## config.mk

```make
export PLATFORM = sky130hd
export DESIGN_NAME = fp_normalizer
export DESIGN_NICKNAME = d
export VERILOG_FILES = /design/src/rtl/fp_pkg.sv /design/src/rtl/lzc8.sv /design/src/rtl/fp_normalizer.sv
export SDC_FILE = /design/constraint.sdc
export NUM_CORES = 1
export LEC_CHECK = 0
export BUFFER_PORTS_ARGS = -buffer_cell sky130_fd_sc_hd__buf_4
export CAP_MARGIN = 20
export CORE_MARGIN = 3
export CORE_UTILIZATION = 54
export CTS_CLUSTER_SIZE = 16
export DETAILED_ROUTE_END_ITERATION = 8
export PLACE_DENSITY = 0.92
export SETUP_SLACK_MARGIN = 0.3
export SLEW_MARGIN = 30
export SYNTH_ARGS = -nofsm -noshare
export SYNTH_HDL_FRONTEND = slang
export SYNTH_HIERARCHICAL = 1
export SYNTH_SLANG_ARGS = --single-unit
```

## constraint.sdc

```tcl
create_clock -name clk -period 4.8 [get_ports clk]
set_input_delay 1.44 -clock clk [delete_from_list [all_inputs] [get_ports clk]]
set_output_delay 1.44 -clock clk [all_outputs]
set_load 0.03 [all_outputs]
```

## src/rtl/fp_pkg.sv

```systemverilog
// Shared types and defaults for the floating-point normalization datapath.
package fp_pkg;

  localparam int unsigned MANT_W = 8;
  localparam int unsigned EXP_W  = 4;

  typedef logic [MANT_W-1:0] mant_t;
  typedef logic [EXP_W-1:0]  exp_t;

  typedef enum logic [1:0] {
    IDLE = 2'd0,
    NORM = 2'd1,
    DONE = 2'd2
  } norm_state_t;

endpackage

```

## src/rtl/lzc8.sv

```systemverilog
// Combinational 8-bit leading-zero counter; count_o is 0..8 (8 when data_i == 0).
module lzc8 (
  input  logic [7:0] data_i,
  output logic [3:0] count_o
);

  // Scan from LSB upward so the highest set bit wins.
  always_comb begin
    count_o = 4'd8;
    for (int i = 0; i < 8; i++) begin
      if (data_i[i]) count_o = 4'(7 - i);
    end
  end

endmodule

```

## src/rtl/fp_normalizer.sv

```systemverilog
// Post-addition normalizer: two's-complement mantissa -> sign/magnitude, then
// left-normalizes the magnitude while decrementing the exponent.
// Define FP_NORMALIZER_FAST_EN for a leading-zero-count based single-shift NORM.
module fp_normalizer
  import fp_pkg::*;
#(
  parameter int unsigned MANT_W = fp_pkg::MANT_W,
  parameter int unsigned EXP_W  = fp_pkg::EXP_W
) (
  input  logic              clk,
  input  logic              rst,
  input  logic              in_valid,
  output logic              in_ready,
  input  logic [MANT_W-1:0] mant_in,
  input  logic [EXP_W-1:0]  exp_in,
  output logic              out_valid,
  input  logic              out_ready,
  output logic              sign_out,
  output logic [MANT_W-1:0] mant_out,
  output logic [EXP_W-1:0]  exp_out,
  output logic              zero_out,
  output logic              underflow_out
);

  norm_state_t       state_q, state_d;
  logic              sign_q, sign_d;
  logic [MANT_W-1:0] mag_q, mag_d;
  logic [EXP_W-1:0]  exp_q, exp_d;
  logic              zero_q, zero_d;
  logic              uf_q, uf_d;

`ifdef FP_NORMALIZER_FAST_EN
  // The count is registered in the first NORM cycle so the shifter never sits
  // behind the lzc in the same cycle.
  logic [3:0]       lz;
  logic [EXP_W-1:0] lz_q, lz_d;
  logic             lz_vld_q, lz_vld_d;
  logic [EXP_W-1:0] shamt;

  lzc8 u_lzc8 (
    .data_i  (mag_q),
    .count_o (lz)
  );

  assign shamt = (lz_q > exp_q) ? exp_q : lz_q;
`endif

  assign in_ready      = (state_q == IDLE);
  assign out_valid     = (state_q == DONE);
  assign sign_out      = sign_q;
  assign mant_out      = mag_q;
  assign exp_out       = exp_q;
  assign zero_out      = zero_q;
  assign underflow_out = uf_q;

  // Next-state and datapath update for the accept / normalize / handoff sequence.
  always_comb begin
    state_d = state_q;
    sign_d  = sign_q;
    mag_d   = mag_q;
    exp_d   = exp_q;
    zero_d  = zero_q;
    uf_d    = uf_q;
`ifdef FP_NORMALIZER_FAST_EN
    lz_d     = lz_q;
    lz_vld_d = lz_vld_q;
`endif
    unique case (state_q)
      IDLE: begin
        if (in_valid) begin
          sign_d  = mant_in[MANT_W-1];
          // -128 negates to itself, which is the right unsigned magnitude.
          mag_d   = mant_in[MANT_W-1] ? (~mant_in + 1'b1) : mant_in;
          exp_d   = exp_in;
          zero_d  = 1'b0;
          uf_d    = 1'b0;
          state_d = NORM;
        end
      end
      NORM: begin
`ifdef FP_NORMALIZER_FAST_EN
        if (!lz_vld_q) begin
          lz_d     = EXP_W'(lz);
          lz_vld_d = 1'b1;
        end else begin
          lz_vld_d = 1'b0;
          state_d  = DONE;
          if (mag_q == '0) begin
            zero_d = 1'b1;
            sign_d = 1'b0;
            exp_d  = '0;
          end else begin
            mag_d = mag_q << shamt;
            exp_d = exp_q - shamt;
            uf_d  = (lz_q > exp_q);
          end
        end
`else
        if (mag_q == '0) begin
          zero_d  = 1'b1;
          sign_d  = 1'b0;
          exp_d   = '0;
          state_d = DONE;
        end else if (mag_q[MANT_W-1]) begin
          state_d = DONE;
        end else if (exp_q == '0) begin
          uf_d    = 1'b1;
          state_d = DONE;
        end else begin
          mag_d = {mag_q[MANT_W-2:0], 1'b0};
          exp_d = exp_q - 1'b1;
        end
`endif
      end
      DONE: begin
        if (out_ready) state_d = IDLE;
      end
      default: state_d = IDLE;
    endcase
  end

  // State and result registers; reset discards any in-flight operand.
  always_ff @(posedge clk or posedge rst) begin
    if (rst) begin
      state_q <= IDLE;
      sign_q  <= 1'b0;
      mag_q   <= '0;
      exp_q   <= '0;
      zero_q  <= 1'b0;
      uf_q    <= 1'b0;
`ifdef FP_NORMALIZER_FAST_EN
      lz_q     <= '0;
      lz_vld_q <= 1'b0;
`endif
    end else begin
      state_q <= state_d;
      sign_q  <= sign_d;
      mag_q   <= mag_d;
      exp_q   <= exp_d;
      zero_q  <= zero_d;
      uf_q    <= uf_d;
`ifdef FP_NORMALIZER_FAST_EN
      lz_q     <= lz_d;
      lz_vld_q <= lz_vld_d;
`endif
    end
  end

endmodule

```

==> impl_metrics.csv, run 1 <==
group,metric,value,unit
status,outcome,"finished clean",
setup_path,critical_path_depth,5,
logic_synthesis,synth_area_per_cell,9.37,um2
sta,fin_crit_sh,57.0,%
setup_path,worstPathRequired,5.01,ns
setup_path,criticalPathCategory,"primary input to flip-flop",
sta,tightest_slew,0.696,ns
clock_network,numCtsBuffers,3,
final_layout,final_nets,166,
sta,max_slew_margin,53.5,%
sta,finalHoldViolations,0,
grt,grt_usage,24.4,%
clock_network,clkTransAtPathRegs,0.10,ns
placement,place_congestion,0.851,
logic_synthesis,syn_nets,133,
floorplanning,rows,15,
final_layout,final_common_cell,"buf_4",
final_layout,syn_to_final_growth,26.1,%
worst_hold_path,hold_class,"flip-flop to flip-flop",
placement,io_buffers,32,
setup_path,critical_path_arrival,2.94,ns
run,cap_violations,0,
setup_path,startpoint,"mant_in[0]",
floorplanning,die-width,50.7,um
floorplanning,start_util,59.8,%
final_layout,final_area,1360,um2
setup_path,crit_top_cell,"or4_1",
clock_network,tritoncts,"built",
clock_network,htreeDepth,1,
sta,maxSlewViolCount,0,
clock_network,cts_resized,0,
drt,wl,2830,um
sta,timing.final.ws_setup,2.07,ns
final_layout,final_core_util,75.4,%
logic_synthesis,syn_area,1080,um2
power_and_ir_drop,p_leak,0.629,nW
clock_network,cts_root_buf,"clkbuf_4",
drt,drt-vias-per-instance,6.26,
clock_network,cts_setup_buffers,0,
setup_path,critPathCapture,"mant_out[7]",
setup_path,r2r_cells,6,
placement,dp_hpwl,2120,um
logic_synthesis,syn_inst,115,
floorplanning,ios,33,
grt,grt_pass1_wl,4760,um
sta,fin_crit,2.73,ns
final_layout,fin_cells,172,
logic_synthesis,synth_area_leaders,"dfrtp_1 (39%), a21oi_1 (4.2%), mux2_2 (4.2%), inv_1 (3.5%), nand2b_1 (3.5%)",
grt,grt_remaining_overflow,0,
placement,dp.cells,168,
final_layout,final_cell_mix,"buf_4 (32), dfrtp_1 (17), inv_1 (10)",
logic_synthesis,ys_seq_area_share,39.5,%
drt,vias,1076,
setup_path,max_stage_delay,0.40,ns
clock_network,clk_path_buf_depth,2,
sta,finClkSkew,0.00494,ns
setup_path,worstPathCellList,"buf_4 > or3_1 > or4_1 > or4_1 > a31oi_1",
logic_synthesis,yosys.area.top_type,"dfrtp_1",
floorplanning,die_h,50.7,um
setup_path,critPathCaptureType,"flip-flop",
drt,first_pass_iters,4,
floorplanning,dieArea,2570,um2
sta,setup_viol_count_final,0,
logic_synthesis,synth-seq-cells,17,
final_layout,drive_gt1_share,29.3,%
sta,rsz0062_at_grt,"no",
power_and_ir_drop,powerDensity,692,nW/um2
setup_path,critPathTopFamily,"simple AND/OR/NAND/NOR gates",
drt,antenna_left,0,
clock_network,cts_sinks,17,
setup_path,reg2reg_to,"mant_out[4]",
drt,remaining_drc_errors,0,
power_and_ir_drop,p_total,0.940,mW
sta,setup_tns,0,ns
power_and_ir_drop,ir_worst_vdd,382,uV
final_layout,n_antenna_cell,0,
setup_path,worstSetupStartpointType,"primary input",
grt,antenna_found_initial,0,
drt,wl_per_cell,16.4,um
setup_path,cp_max_fo,4,
grt,first_global_vias,1067,
logic_synthesis,ys_warn_count,6,
setup_path,cp.buffers_inverters,1,
placement,dp_worst_setup_slack,1.78,ns
grt,grt_max_degree,18,
sta,clock.fmax,366,MHz
floorplanning,core,1800,um2
setup_path,slowest_stage,"or4_1",
clock_network,clock_latency,0.30,ns
logic_synthesis,yosys.area.top_type_share,39.5,%
setup_path,r2r-start,"exp_out[0]",
clock_network,ctsHoldBuffers,0,
sta,whs,0.523,ns
logic_synthesis,synth.distinct_cells,42,
setup_path,regToRegSetupSlack,2.43,ns
drt,drt_iter0_markers,33,
placement,post_dp_cell_area,1330,um2
layout make-up:
| class | instances | area (um2) |
|---|---|---|
| multi-input cells | 84 | 598 |
| fillers | 138 | 443 |
| flip-flops and latches | 17 | 425 |
| repair buffers | 32 | 240 |
| inverters | 10 | 37.5 |
| well taps | 25 | 31.3 |
| clock buffers | 4 | 26.3 |
worst min path at each step:
stage	start	end	slack (ns)	depth (start not counted)
3_5_place_dp	underflow_out	underflow_out	0.50	2
4_1_cts	underflow_out	underflow_out	0.52	2
2_1_floorplan	state_q[0]	sign_out	0.59	2
6_report	underflow_out	underflow_out	0.52	2
3_3_place_gp	underflow_out	underflow_out	0.49	2
5_1_grt	underflow_out	underflow_out	0.56	2
cells in the mapped netlist:
cell,n
xor2_1,1
nor2_1,7
o21ai_0,3
clkbuf_1,3
dfrtp_1,17
mux2i_1,1
a221o_1,3
a2bb2oi_1,2
xnor2_1,3
a32o_1,1
buf_2,1
o31ai_1,2
o2bb2ai_1,1
nand2_1,3
a21o_1,2
a221oi_1,2
nand4b_1,1
a21oi_4,1
a31oi_1,5
mux2_2,4
a211oi_1,1
nor4b_1,1
o21a_1,1
nor3_2,1
inv_1,10
nor3b_1,1
or4_1,2
nor3_1,2
ha_1,2
nor2b_1,1
o22a_1,1
nand3_1,2
or3_1,1
a22o_1,1
nor4_1,3
a22o_2,1
o41ai_1,1
a21oi_1,9
nand2b_1,6
and2_1,3
or3b_2,1
o22ai_1,1
per-layer routing:
layer	track usage (%)	up-vias	wire length, um
met5	0	-	0
met4	14.3	0	85
met3	3.86	9	148
met2	40.0	57	1400
met1	30.1	516	1200
li1	-	494	-
registers in the layout, summed over array words and instances (netlist names):
register / cells
sign_out: 1
mant_out: 8
exp_out: 4
zero_out: 1
underflow_out: 1
state_q: 2
cells by family after synthesis:
kind of cell / share of synthesized area, %
AOI/OAI and AO/OA: 25.9
and+or+nand+nor: 18.9
DFF: 39.5
buffers and inverters: 4.99
muxes: 5.11
xor gates and xnor gates: 3.25
adders and majority gates: 2.32
report_power, final:
part           internal, mW  total (mW)  switching (mW)  leakage (nW)
combinational         0.231       0.563           0.332         0.404
clock                0.0324      0.0780          0.0456        0.0150
sequential            0.210       0.299          0.0890         0.210
worst min-delay path: cells and delay by family (launching register included):
family / cells / cell delay [ns]
flops: 1 / 0.37
simple gates: 1 / 0.08
compound gates: 1 / 0.05
Note: power is estimated with default switching activity, not from simulation.
==> run 2, diff against run 1 <==
--- a/config.mk
+++ b/config.mk
@@ -8,10 +8,10 @@
 export BUFFER_PORTS_ARGS = -buffer_cell sky130_fd_sc_hd__buf_4
 export CAP_MARGIN = 20
 export CORE_MARGIN = 3
-export CORE_UTILIZATION = 54
+export CORE_UTILIZATION = 45
 export CTS_CLUSTER_SIZE = 16
 export DETAILED_ROUTE_END_ITERATION = 8
-export PLACE_DENSITY = 0.92
+export PLACE_DENSITY = 0.83
 export SETUP_SLACK_MARGIN = 0.3
 export SLEW_MARGIN = 30
 export SYNTH_ARGS = -nofsm -noshare
==> constraint.sdc (replaced) <==
create_clock -name clk -period 2.2 [get_ports clk]
set_input_delay 0.66 -clock clk [delete_from_list [all_inputs] [get_ports clk]]
set_output_delay 0.66 -clock clk [all_outputs]
set_load 0.03 [all_outputs]
==> run 2 against run 1 <==
Effect of this change:
- core utilization fell by 8.8 points
- sequential power rose by 120%
- clock power rose by 110%
==> impl_metrics.csv, run 2 (synthesized netlist as in run 1, its figures left out) <==
group,metric,value,unit
status,outcome,"finished clean",
grt,grt_pass1_wl,4320,um
sta,maxSlewViolCount,0,
grt,use_met1,23.3,%
setup_path,critPathCaptureType,"flip-flop",
floorplanning,core,2230,um2
power_and_ir_drop,power_frac_clock,7.5,%
clock_network,cts_sinks,17,
drt,wl,2980,um
sta,fin_crit,1.92,ns
clock_network,clk_path_buf_depth,2,
worst_hold_path,hold_class,"primary input to async pin",
floorplanning,dieArea,3020,um2
power_and_ir_drop,ir_worst_vdd,768,uV
sta,fin_crit_sh,87.1,%
final_layout,final_common_cell,"buf_4",
power_and_ir_drop,pwr-share-comb,62.3,%
setup_path,regToRegSetupSlack,0.36,ns
clock_network,clock_latency,0.29,ns
sta,timing.final.ws_setup,0.283,ns
power_and_ir_drop,powerDensity,1490,nW/um2
setup_path,slowest_stage,"or4_1",
setup_path,cp.buffers_inverters,1,
final_layout,multiInputGateArea,661,um2
final_layout,largest_register_ff_count,8,
clock_network,ctsHoldBuffers,0,
setup_path,crit_top_cell,"or4_1",
power_and_ir_drop,sequentialPowerShare,30.2,%
drt,wl_per_cell,16.3,um
setup_path,critPathTopFamily,"simple AND/OR/NAND/NOR gates",
grt,top_usage_layer,"met2",
drt,drt-vias-per-instance,5.75,
clock_network,clkTransAtPathRegs,0.11,ns
placement,place_congestion,0.908,
sta,tightest_slew,0.674,ns
final_layout,layout.area.seq,429,um2
sta,whs,0.449,ns
final_layout,drive_gt1_share,40.6,%
final_layout,n_antenna_cell,0,
clock_network,numCtsBuffers,3,
sta,rsz0062_at_grt,"yes",
grt,met2_usage,36.6,%
setup_path,worstPathRequired,2.42,ns
drt,remaining_drc_errors,0,
final_layout,final_nets,174,
sta,max_slew_margin,55.0,%
grt,grt_usage,19.9,%
sta,finalHoldViolations,0,
power_and_ir_drop,p_sw_share,48.7,%
clock_network,cts_root_buf,"clkbuf_4",
grt,first_global_vias,981,
setup_path,criticalPathCategory,"primary input to flip-flop",
placement,post_dp_cell_area,1390,um2
setup_path,max_stage_delay,0.42,ns
floorplanning,ios,33,
power_and_ir_drop,p_switching,1.08,mW
power_and_ir_drop,p_total,2.22,mW
final_layout,fillers,189,
setup_path,worstPathCellList,"buf_4 > or3_1 > or4_1 > or4_1 > a31oi_1",
placement,io_buffers,32,
floorplanning,start_util,48.2,%
placement,dp_hpwl,2150,um
sta,setup_viol_count_final,0,
final_layout,syn_to_final_growth,38.2,%
clock_network,htreeDepth,1,
placement,dp.cells,176,
final_layout,fin_cells,183,
power_and_ir_drop,p_int,1.14,mW
drt,first_pass_iters,4,
floorplanning,die_h,54.9,um
clock_network,tritoncts,"built",
sta,clock.fmax,522,MHz
drt,vias,1052,
power_and_ir_drop,p_leak,0.676,nW
floorplanning,rows,17,
setup_path,worstSetupStartpointType,"primary input",
setup_path,critical_path_arrival,2.13,ns
setup_path,cp_max_fo,2,
placement,dp_worst_setup_slack,-0.00939,ns
sta,finClkSkew,0.0143,ns
drt,antenna_left,0,
run,cap_violations,0,
grt,grt_max_degree,18,
grt,antenna_found_initial,0,
final_layout,final_cell_mix,"buf_4 (40), dfrtp_1 (14), inv_1 (9)",
grt,grt_remaining_overflow,0,
drt,drt_iter0_markers,13,
grt,grtUsageMet3,2.68,%
floorplanning,die-width,54.9,um
final_layout,final_area,1490,um2
[run 2: path summary, 6_finish.rpt]
path                               startpoint             to  cells after the start
min in group clk                underflow_out  underflow_out                      2
worst max register to register     state_q[0]    mant_out[4]                      4
worst min register to register  underflow_out  underflow_out                      2
worst min-delay path                      rst     exp_out[2]                      2
max in group asynchronous                 rst     exp_out[1]                      2
worst max-delay path               mant_in[0]    mant_out[7]                      5
[run 2: power groups by stage]
stage	sequential (mW)	clock (mW)	combinational [mW]
2_1_floorplan	0.853	0	0.635
3_3_place_gp	0.647	0	1.25
3_5_place_dp	0.659	0	1.28
5_1_grt	0.696	0.182	1.49
4_1_cts	0.658	0.173	1.30
6_report	0.670	0.167	1.39
[run 2: through the flow]
step                      util [%]   TNS, ns
after CTS                     64.2         0
after global placement        62.4         0
after floorplan                  -         0
after detailed placement      62.4  -0.00939
final                         66.7         0
after global routing          66.7         0
[run 2: final cells by class]
| class | instances | area share (%) |
|---|---|---|
| tap | 28 | 2.35 |
| sequential | 17 | 28.8 |
| multi-input combinational | 84 | 44.4 |
| clock buffer | 4 | 1.76 |
| inverter | 10 | 2.52 |
| timing repair buffer | 40 | 20.2 |
[run 2: worst reg2reg max path: cells and delay by family, from the launching register on]
kind,cells,cell delay [ns]
and+or+nand+nor,2,0.71
DFF,1,0.50
AOI/OAI and AO/OA,1,0.28
muxes,1,0.25
[run 2: what timing repair did]
action,in CTS,in global routing
resized for setup,1,9
endpoints found under the setup margin,7,11
buffers inserted,1,2
pin swaps,2,2
[run 2: per-layer routing]
layer / share of wire, % / vias to the layer above / wire [um]
met5: 0 / - / 0
met4: 0.67 / 0 / 20
met3: 4.1 / 2 / 122
met2: 52 / 24 / 1550
met1: 43 / 512 / 1290
li1: - / 514 / -
==> run 3, diff against run 2 <==
==> constraint.sdc (replaced) <==
create_clock -name clk -period 2.2 [get_ports clk]
set_input_delay 0.66 -clock clk [delete_from_list [all_inputs] [get_ports clk]]
set_output_delay 0.66 -clock clk [all_outputs]
set_load 0.005 [all_outputs]
==> run 3 against run 2 <==
Effect of this change:
- register-to-register slack gained 0.04 ns
- setup slack better by 0.031 ns
- critical path depth did not move
- hold slack improved by 0.017 ns
- sequential share of layout area shrank 0.12 points
- count of clock-buffer cells in the layout unchanged
- largest cell class unchanged
==> impl_metrics.csv, run 3 (synthesized netlist as in run 1, its figures left out) <==
group,metric,value,unit
status,outcome,"finished clean",
final_layout,final_nets,174,
sta,maxSlewViolCount,0,
placement,dp.cells,177,
setup_path,critical_path_arrival,2.09,ns
setup_path,critPathCaptureType,"flip-flop",
clock_network,clk_path_buf_depth,2,
sta,whs,0.466,ns
setup_path,regToRegSetupSlack,0.40,ns
grt,antenna_found_initial,0,
drt,first_pass_iters,6,
clock_network,tritoncts,"built",
placement,dp_hpwl,2220,um
drt,drt-vias-per-instance,5.90,
grt,first_global_vias,1013,
setup_path,max_stage_delay,0.40,ns
floorplanning,dieArea,3020,um2
sta,finalHoldViolations,0,
grt,grt_usage,20.2,%
sta,tightest_slew,0.654,ns
final_layout,final_common_cell,"buf_4",
setup_path,cp.buffers_inverters,1,
setup_path,worstPathCellList,"buf_6 > or3_4 > or4_1 > or4_1 > a31oi_1",
power_and_ir_drop,p_leak,0.683,nW
clock_network,clock_latency,0.28,ns
drt,remaining_drc_errors,0,
grt,grt_remaining_overflow,0,
sta,clock.fmax,530,MHz
floorplanning,rows,17,
drt,wl_met2,1470,um
drt,antenna_left,0,
floorplanning,core,2230,um2
drt,wl_met1,1200,um
placement,place_congestion,0.879,
sta,finClkSkew,0.00199,ns
final_layout,syn_to_final_growth,38.0,%
setup_path,cp_max_fo,2,
setup_path,r2r_cells,6,
worst_hold_path,hold_class,"primary input to async pin",
final_layout,largest_register_ff_count,8,
clock_network,cts_root_buf,"clkbuf_4",
sta,setup_viol_count_final,0,
grt,grt_pass1_wl,4420,um
clock_network,numCtsBuffers,3,
clock_network,cts_sinks,17,
setup_path,crit_top_cell,"or4_1",
placement,io_buffers,32,
floorplanning,die-width,54.9,um
drt,wl,2860,um
floorplanning,ios,33,
drt,drt_iter0_markers,20,
final_layout,fin_cells,183,
sta,fin_crit_sh,85.7,%
grt,grt_max_degree,18,
setup_path,worstPathRequired,2.40,ns
drt,wl_met3,156,um
final_layout,final_cell_mix,"buf_4 (38), dfrtp_1 (16), inv_1 (10)",
power_and_ir_drop,ir_worst_vdd,615,uV
setup_path,slowest_stage,"or4_1",
sta,max_slew_margin,56.3,%
run,cap_violations,0,
setup_path,critPathTopFamily,"simple AND/OR/NAND/NOR gates",
drt,vias,1080,
setup_path,worstSetupStartpointType,"primary input",
clock_network,htreeDepth,1,
sta,setup_tns,0,ns
setup_path,reg2reg_to,"mant_out[3]",
drt,routed.top_layer,"met4",
final_layout,drive_gt1_share,38.7,%
setup_path,r2r-start,"exp_out[0]",
clock_network,clkTransAtPathRegs,0.10,ns
final_layout,n_antenna_cell,0,
clock_network,ctsHoldBuffers,0,
setup_path,criticalPathCategory,"primary input to flip-flop",
drt,wl_per_cell,15.6,um
power_and_ir_drop,powerDensity,1270,nW/um2
sta,rsz0062_at_grt,"yes",
floorplanning,die_h,54.9,um
sta,fin_crit,1.89,ns
floorplanning,start_util,48.2,%
power_and_ir_drop,p_total,1.88,mW
## run 3: timing repair
action | 4_1_cts | 5_1_grt
setup endpoints to repair | 5 | 8
pin swaps | 2 | 3
setup buffers | 1 | 1
resized for setup | 3 | 10
## run 3: layer usage
layer | vias up | track usage (%)
met5 | - | 0
met4 | 0 | 6.88
met3 | 6 | 3.22
met2 | 41 | 35.2
met1 | 524 | 25.1
li1 | 509 | -
## run 3: power breakdown
group | switching [mW] | internal [mW]
combinational | 0.465 | 0.577
clock | 0.0933 | 0.0702
sequential | 0.218 | 0.459
total | 0.776 | 1.11
## run 3: cell type report
class | instances | area, um2
multi-input combinational | 84 | 653
inverter | 10 | 37.5
tap | 28 | 35.0
timing repair buffer | 40 | 308
clock buffer | 4 | 26.3
fill | 193 | 747
sequential | 17 | 427
## run 3: through the flow
stage	area, um2	setup WS [ns]	utilization [%]
after floorplan	1080	0.171	-
after global placement	1390	0.0349	62.1
after detailed placement	1390	-0.00871	62.1
after CTS	1430	0.297	64.2
after global routing	1490	0.251	66.6
final	1490	0.314	66.6
## run 3: worst max path at each step
stage               slack [ns]  cells past startpoint   startpoint          end
global placement          0.03                      5   mant_in[0]  mant_out[7]
floorplan                 0.17                      4   mant_in[0]  mant_out[7]
CTS                       0.30                      4  mant_out[0]  mant_out[3]
finish                    0.31                      5   mant_in[0]  mant_out[7]
global route              0.25                      5   mant_in[0]  mant_out[7]
detailed placement      -0.009                      5   mant_in[0]  mant_out[7]
